`config.mk`:
```
export PLATFORM = sky130hd
export DESIGN_NAME = r5p_csr_arb
export DESIGN_NICKNAME = d
export VERILOG_FILES = /design/src/rtl/r5p_csr_arb.sv
export SDC_FILE = /design/constraint.sdc
export NUM_CORES = 1
export LEC_CHECK = 0
export ABC_AREA = 1
export BUFFER_PORTS_ARGS = -buffer_cell sky130_fd_sc_hd__buf_2
export CAP_MARGIN = 20
export CORE_MARGIN = 2
export CORE_UTILIZATION = 45
export DETAILED_ROUTE_END_ITERATION = 10
export PLACE_DENSITY = 0.81
export SYNTH_ARGS = -nofsm -noshare
export SYNTH_HDL_FRONTEND = slang
export SYNTH_SLANG_ARGS = --single-unit
```
`constraint.sdc`:
```
create_clock -name clk -period 5.2 [get_ports clk]
set_input_delay 1.04 -clock clk [delete_from_list [all_inputs] [get_ports clk]]
set_output_delay 1.04 -clock clk [all_outputs]
set_load 0.03 [all_outputs]
```
`src/rtl/r5p_csr_arb.sv`:
```
// r5p_csr_arb: round-robin arbiter between core and debug requesters for
// read-modify-write CSR accesses (IDLE -> READ -> WRITE).
module r5p_csr_arb #(
   parameter int XW = 32
) (
   input  logic          clk,
   input  logic          rst,
   input  logic          c_req,
   input  logic [1:0]    c_op,
   input  logic [11:0]   c_adr,
   input  logic [XW-1:0] c_wdt,
   output logic          c_gnt,
   output logic          c_rvld,
   output logic [XW-1:0] c_rdt,
   output logic          c_err,
   input  logic          d_req,
   input  logic [1:0]    d_op,
   input  logic [11:0]   d_adr,
   input  logic [XW-1:0] d_wdt,
   output logic          d_gnt,
   output logic          d_rvld,
   output logic [XW-1:0] d_rdt,
   output logic          d_err,
   output logic [11:0]   csr_adr,
   output logic          csr_we,
   output logic [XW-1:0] csr_wdt,
   input  logic [XW-1:0] csr_rdt,
   output logic          busy
);
   typedef enum logic [1:0] {IDLE, READ, WRITE} state_t;
   localparam logic [1:0] OP_RD = 2'b00, OP_RW = 2'b01, OP_SET = 2'b10, OP_CLR = 2'b11;

   state_t        r_state, w_next;
   logic          r_last, r_src;
   logic [1:0]    r_op;
   logic [11:0]   r_adr;
   logic [XW-1:0] r_wdt, r_old, w_new;
   logic [XW-1:0] r_c_rdt, r_d_rdt;
   logic          r_c_err, r_d_err;
   logic          w_cg, w_dg, w_wr, w_ro, w_err, w_legal;

   // r_last=1 means debug was granted most recently, so core wins next tie
   always_comb begin
      w_cg    = (r_state == IDLE) && c_req && (!d_req || r_last);
      w_dg    = (r_state == IDLE) && d_req && (!c_req || !r_last);
      w_next  = r_state == IDLE ? ((w_cg || w_dg) ? READ : IDLE) :
                r_state == READ ? WRITE : IDLE;
      w_ro    = &r_adr[11:10];
      w_wr    = (r_op == OP_RW) || (r_op[1] && |r_wdt);
      w_err   = w_ro && w_wr;
      w_legal = !w_ro && w_wr;
      w_new   = r_op == OP_RW  ? r_wdt :
                r_op == OP_SET ? r_old | r_wdt :
                r_op == OP_CLR ? r_old & ~r_wdt : r_old;
   end

   always_ff @(posedge clk or posedge rst) begin
      if (rst) begin
         r_state <= IDLE;
         r_last  <= 1'b1;
         r_src   <= 1'b0;
         r_op    <= OP_RD;
         r_adr   <= '0;
         r_wdt   <= '0;
         r_old   <= '0;
         r_c_rdt <= '0;
         r_d_rdt <= '0;
         r_c_err <= 1'b0;
         r_d_err <= 1'b0;
      end else begin
         r_state <= w_next;
         if (w_cg || w_dg) begin
            r_src  <= w_dg;
            r_last <= w_dg;
            r_op   <= w_dg ? d_op  : c_op;
            r_adr  <= w_dg ? d_adr : c_adr;
            r_wdt  <= w_dg ? d_wdt : c_wdt;
         end
         // response registers load at READ end so they are valid throughout WRITE
         if (r_state == READ) begin
            r_old <= csr_rdt;
            if (r_src) begin
               r_d_rdt <= csr_rdt;
               r_d_err <= w_err;
            end else begin
               r_c_rdt <= csr_rdt;
               r_c_err <= w_err;
            end
         end
      end
   end

   assign c_gnt   = w_cg;
   assign d_gnt   = w_dg;
   assign c_rvld  = (r_state == WRITE) && !r_src;
   assign d_rvld  = (r_state == WRITE) && r_src;
   assign c_rdt   = r_c_rdt;
   assign d_rdt   = r_d_rdt;
   assign c_err   = r_c_err;
   assign d_err   = r_d_err;
   assign csr_adr = (r_state == IDLE) ? 12'h000 : r_adr;
   assign csr_we  = (r_state == WRITE) && w_legal;
   assign csr_wdt = (r_state == WRITE) ? w_new : '0;
   assign busy    = (r_state != IDLE);
endmodule

```
==> flow_metrics.py, run 1 <==
metrics = {
    "synth": {
        "syn_inst": 834,
        "syn_nets": 962,
        "yosysSeqAreaShare_pct": 53.0,
        "synthTopCellsByArea": "dfrtp_1 53%, nand2_1 8.0%, o21ai_1 6.7%",
        "postSynthAreaPerCell_um2": 8.38,
        "syn_area_um2": 6990,
        "yosysUniqueCellTypes": 26,
        "ys_warn_count": 0,
        "synth_top_cell_area_share_pct": 52.6,
        "yosysTopAreaCell": "dfrtp_1",
        "synth-seq-cells": 148,
    },
    "global_routing": {
        "antenna_found_initial": 2,
        "first_global_vias": 6247,
        "grtUsageTotal_pct": 25.1,
        "grt_start_max_net_pins": 67,
        "grt_remaining_overflow": 0,
        "grt_pass1_wl_um": 32200,
    },
    "layout": {
        "syn2layout_area_growth_pct": 26.3,
        "final_nets": 1181,
        "fin_cells": 1254,
        "fill_cells": 1368,
        "final_common_cell": "buf_2",
        "final_layout_size_suffix_gt1_share_pct": 28.7,
        "stdcell_area_um2": 8830,
        "layout_common_cells": "243 x buf_2, 149 x nand2_1, 147 x dfrtp_1, 107 x inv_1, 94 x o21ai_1",
    },
    "floorplan": {
        "die_area_um2": 16500,
        "fp.dieH_um": 129,
        "rows": 45,
        "core-area_um2": 15200,
        "num_io_pins": 244,
        "die_width_um": 129,
        "initial_core_util_pct": 46.0,
    },
    "detailed_routing": {
        "drc": 0,
        "ant_nets": 0,
        "vias": 6590,
        "drt_iter0_drc": 455,
        "dr.pass1.iters": 5,
        "vias_per_cell": 5.26,
        "drt_wl_total_um": 20200,
        "wire_per_inst_um": 16.1,
    },
    "outcome": {
        "outcome": "completed",
    },
    "power_and_ir_drop": {
        "swShare_pct": 47.6,
        "power_density_nw_per_um2": 732,
        "p_leak_nw": 4.59,
        "combPwrFrac_pct": 50.1,
        "switchingPower_mw": 3.07,
        "p_clk_share_pct": 18.6,
        "intPower_mw": 3.39,
        "peakVddDrop_mv": 0.425,
        "p_seq_share_pct": 31.3,
    },
    "worst_setup_path": {
        "cp-start-kind": "flop",
        "reg2reg_to": "r_wdt[27]",
        "critPathArrivalTime_ns": 2.58,
        "worstRegToRegCells": 6,
        "slowest_delay_ns": 0.40,
        "critical_path_class": "flop to output port",
        "setup.worst_path.end_class": "output port",
        "critPathRequiredTime_ns": 4.16,
        "r2r_setup_slack_ns": 2.32,
        "critPathMaxFanout": 34,
        "timing.critical_path.mode_cell": "buf_4",
        "critPathSlowestCell": "buf_4",
        "crit_chain": "buf_4 > inv_1 > nor2_4 > buf_4 > a21oi_1 > a211oi_1 > buf_2",
        "reg2reg_from": "r_state[1]",
    },
    "sta": {
        "skew_ns": 0.0108,
        "finalSetupViolCount": 0,
        "hold_violations": 0,
        "relSlewSlack_pct": 35.3,
        "fmax_mhz": 276,
        "setup_tns_ns": 0,
        "period_needed_ns": 3.62,
        "worst_pin_slew_ns": 0.969,
        "finalMaxSlewViolations": 0,
        "grt_setup_unrepaired": "false",
        "whs_ns": 0.484,
        "fin_crit_sh_pct": 69.7,
    },
    "clock_tree": {
        "cts_root_buf": "clkbuf_16",
        "cts_buffers": 17,
        "cts_sinks": 148,
        "post_cts_buffers": 0,
        "clk_latency_ns": 0.43,
        "cts_tree": "built",
        "ctsHoldBuffers": 0,
        "clk_pin_slew_ns": 0.06,
        "cts_buffer_depth": 2,
        "cts_max_level": 4,
        "cts-resized-gates": 0,
    },
    "place": {
        "numPortBuffers": 243,
        "routabilityCongestion": 0.892,
        "postPlaceCellArea_um2": 8210,
        "dp.cells": 1220,
        "dp_hpwl_um": 14500,
    },
    "worst_hold_path": {
        "hold_start": "c_rdt[0]",
        "holdPathStages": 2,
        "hold_class": "flop to flop",
        "whs_endpoint": "c_rdt[0]",
    },
    "job": {
        "maxCapViolCount": 0,
    },
}
==> power groups by stage <==
stage	Clock, mW	Combinational [mW]	Sequential [mW]
2_1_floorplan	0	1.94	2.47
3_3_place_gp	0	3.14	2.01
3_5_place_dp	0	3.21	2.03
4_1_cts	1.21	3.22	2.02
5_1_grt	1.26	3.57	2.08
6_report	1.20	3.24	2.02
==> synth_stat cells <==
cell type,number
nand2_1,149
dfrtp_1,147
inv_1,108
o21ai_1,94
nor2_1,77
o21ai_0,75
o22ai_1,36
a21oi_1,32
a211oi_1,24
buf_2,20
clkbuf_1,19
buf_6,10
o22ai_2,8
nand3_1,6
o211ai_1,6
inv_2,5
nand4_1,4
nor2_4,4
buf_4,2
clkbuf_2,2
buf_1,1
dfstp_2,1
nand2_2,1
nand3_2,1
nand3_4,1
xor2_1,1
==> registers in the layout, indices dropped and copies added (netlist names) <==
| register | count |
|---|---|
| r_state | 2 |
| r_last | 1 |
| c_err | 1 |
| d_err | 1 |
| d_rdt | 32 |
| c_rdt | 32 |
| r_wdt | 32 |
| r_adr | 12 |
| r_op | 2 |
| r_old | 32 |
| r_src | 1 |
==> routing by layer <==
layer,track usage (%),vias up,part of all wire (%)
li1,-,3189,-
met2,36.9,284,44
met3,6.32,50,6.7
met1,35.7,3065,46
met5,0,-,0.064
met4,10.2,2,3.0
==> worst max-delay path, delay by kind of cell, from the launching register on <==
kind,cells,cell delay (ns)
and+or+nand+nor,1,0.33
buffers and inverters,4,1.11
DFF,1,0.32
AOI/OAI and AO/OA,2,0.39
==> how the worst max path moves through the flow <==
stage	cells after the start	end	slack, ns	startpoint
4_1_cts	7	csr_wdt[18]	1.53	r_op[0]
3_5_place_dp	7	csr_wdt[18]	1.99	r_op[0]
2_1_floorplan	1	c_err	0.18	rst
6_report	7	csr_wdt[18]	1.58	r_op[0]
5_1_grt	7	csr_wdt[18]	1.43	r_op[0]
3_3_place_gp	5	d_gnt	2.03	c_req
==> cells by family (layout without fill, tap and decap cells) <==
family	count (synthesis)	in the layout	share of synthesized area (%)
AO/OA/AOI/OAI	275	275	22.3
AND/OR/NAND/NOR	243	243	14.1
buffers and inverters	167	398	10.5
flip-flops	148	148	53.0
XOR/XNOR	1	1	0.125
other	0	1	0
==> through the flow <==
step | setup WS (ns) | util (%) | power, mW
2_1_floorplan | 0.182 | - | 4.40
3_3_place_gp | 2.03 | 54.0 | 5.15
3_5_place_dp | 1.99 | 54.0 | 5.24
4_1_cts | 1.53 | 57.8 | 6.45
5_1_grt | 1.43 | 58.1 | 6.91
6_report | 1.58 | 58.1 | 6.46
==> final cells by class <==
| type | instances | area, µm² | share of cell area (%) |
|---|---|---|---|
| antenna | 1 | 2.50 | 0.0284 |
| clock buffer | 20 | 447 | 5.06 |
| clock inverter | 11 | 129 | 1.46 |
| inverter | 113 | 429 | 4.86 |
| multi-input combinational | 519 | 2550 | 28.9 |
| sequential | 148 | 3700 | 42.0 |
| tap | 188 | 235 | 2.67 |
| timing repair buffer | 254 | 1320 | 15.0 |
Power figures use the tool's default switching activity.
==> run 2: changes to the inputs <==
- clock period: 5.2 -> 3.3 ns (I/O delays scaled with it)
==> run 2 against run 1 <==
Compared with the run above:
- sequential power is 58% higher
- die area unchanged
- cell area is 0.48% higher
- first-iteration DRC count up 12%
- via count is 0.52% higher
- combinational power grew 57%
- hold slack lost 0.12 ns
- global-route usage fell by 0.53 points
- critical path depth fell by 2
- critical endpoint is now csr_wdt[4]
- highest routed layer unchanged
==> flow_metrics.py, run 2 (synthesis results as in run 1) <==
metrics = {
    "global_routing": {
        "grt_pass1_wl_um": 31600,
        "grt_start_max_net_pins": 66,
        "antenna_found_initial": 2,
        "grtUsageTotal_pct": 24.5,
        "grt_remaining_overflow": 0,
        "first_global_vias": 6121,
    },
    "clock_tree": {
        "cts_tree": "built",
        "clk_pin_slew_ns": 0.06,
        "cts_buffers": 17,
        "post_cts_buffers": 0,
        "clk_latency_ns": 0.41,
        "cts-resized-gates": 0,
        "cts_sinks": 148,
        "ctsHoldBuffers": 0,
        "cts_buffer_depth": 2,
        "cts_max_level": 4,
        "cts_root_buf": "clkbuf_16",
    },
    "worst_setup_path": {
        "critical_path_class": "flop to output port",
        "setup.worst_path.end_class": "output port",
        "slowest_delay_ns": 0.53,
        "critPathSlowestCell": "nor2_4",
        "crit_chain": "nor2_4 > buf_4 > a21oi_1 > a211oi_1 > buf_2",
        "cp-start-kind": "flop",
        "critPathMaxFanout": 27,
        "critPathRequiredTime_ns": 2.64,
        "critPathArrivalTime_ns": 2.32,
    },
    "power_and_ir_drop": {
        "power_density_nw_per_um2": 1150,
        "p_leak_nw": 4.62,
        "total_power_mw": 10.2,
        "peakVddDrop_mv": 0.538,
    },
    "layout": {
        "fin_util_pct": 58.3,
        "stdcell_area_um2": 8870,
        "syn2layout_area_growth_pct": 26.9,
        "final_nets": 1181,
        "final_layout_size_suffix_gt1_share_pct": 29.0,
        "final_common_cell": "buf_2",
        "fill_cells": 1380,
        "layout_common_cells": "243 x buf_2, 149 x nand2_1, 147 x dfrtp_1, 107 x inv_1, 94 x o21ai_1",
    },
    "detailed_routing": {
        "drt_iter0_drc": 510,
        "drc": 0,
        "ant_nets": 0,
        "dr.pass1.iters": 8,
        "vias_per_cell": 5.28,
        "vias": 6624,
        "wire_per_inst_um": 16.0,
        "drt_wl_total_um": 20100,
    },
    "sta": {
        "fin_crit_sh_pct": 90.3,
        "finalMaxSlewViolations": 0,
        "skew_ns": 0.00675,
        "grt_setup_unrepaired": "false",
        "fmax_mhz": 336,
        "period_needed_ns": 2.98,
        "hold_violations": 0,
        "worst_pin_slew_ns": 1.06,
        "setup_tns_ns": 0,
        "finalSetupViolCount": 0,
        "relSlewSlack_pct": 29.3,
    },
    "floorplan": {
        "num_io_pins": 244,
        "core-area_um2": 15200,
        "die_width_um": 129,
        "rows": 45,
        "initial_core_util_pct": 46.0,
        "fp.dieH_um": 129,
        "die_area_um2": 16500,
    },
    "job": {
        "maxCapViolCount": 0,
    },
    "outcome": {
        "outcome": "completed",
    },
    "place": {
        "dp_hpwl_um": 14500,
        "numPortBuffers": 243,
        "postPlaceCellArea_um2": 8250,
        "routabilityCongestion": 0.943,
    },
    "worst_hold_path": {
        "hold_class": "input port to asynchronous set/reset pin",
    },
}
==> run 2: cell types whose count changed in the layout (fill, tap and decap cells not counted), sizes merged <==
| cell | delta |
|---|---|
| clkinv | +6 |
| clkinvlp | -3 |
| clkbuf | -2 |
==> run 2: stage by stage <==
| stage | worst slack (ns) | hold WS, ns | cells |
|---|---|---|---|
| 2_1_floorplan | 0.780 | 0.447 | 834 |
| 3_3_place_gp | 0.890 | 0.463 | 1221 |
| 3_5_place_dp | 0.829 | 0.468 | 1221 |
| 4_1_cts | 0.375 | 0.367 | 1253 |
| 5_1_grt | 0.242 | 0.403 | 1255 |
| 6_report | 0.320 | 0.363 | 1255 |
==> run 2: path summary, 6_finish.rpt <==
check | start | end | slack [ns] | cells after the start
worst min register to register | d_err | d_err | 0.48 | 2
worst max register to register | r_state[1] | r_wdt[16] | 0.99 | 6
worst min-delay path | rst | d_rdt[11] | 0.36 | 2
min in group clk | csr_rdt[14] | r_old[14] | 0.47 | 3
max in group asynchronous | rst | r_last | 2.15 | 3
worst max-delay path | r_op[1] | csr_wdt[4] | 0.32 | 5
==> run 2: routing by layer <==
metal	vias to the layer above	routed length [µm]	global-route usage, %
met5	-	11	0
li1	3182	-	-
met3	67	1470	5.32
met2	310	9020	36.5
met4	2	749	11.4
met1	3063	8850	34.5
==> run 2: final cells by class <==
cell class,instances,area [µm²],area share [%]
clock buffers,18,439,4.95
diodes,1,2.50,0.0282
flip-flops and latches,148,3700,41.8
multi-input cells,519,2550,28.8
clock inverters,14,155,1.75
inverters,113,428,4.83
repair buffers,254,1350,15.2
well taps,188,235,2.65
==> run 2: report_power, final <==
group | internal, mW | switching (mW) | leakage, nW
Sequential | 2.72 | 0.482 | 1.82
Clock | 1.14 | 0.785 | 0.292
Combinational | 1.49 | 3.61 | 2.51
Total | 5.36 | 4.87 | 4.62
==> run 2: worst max-delay path, delay by kind of cell, from the launching register on <==
kind / cells / cell delay, ns
buffers and inverters: 2 / 0.62
AOI/OAI and AO/OA: 2 / 0.30
and+or+nand+nor: 1 / 0.53
DFF: 1 / 0.45
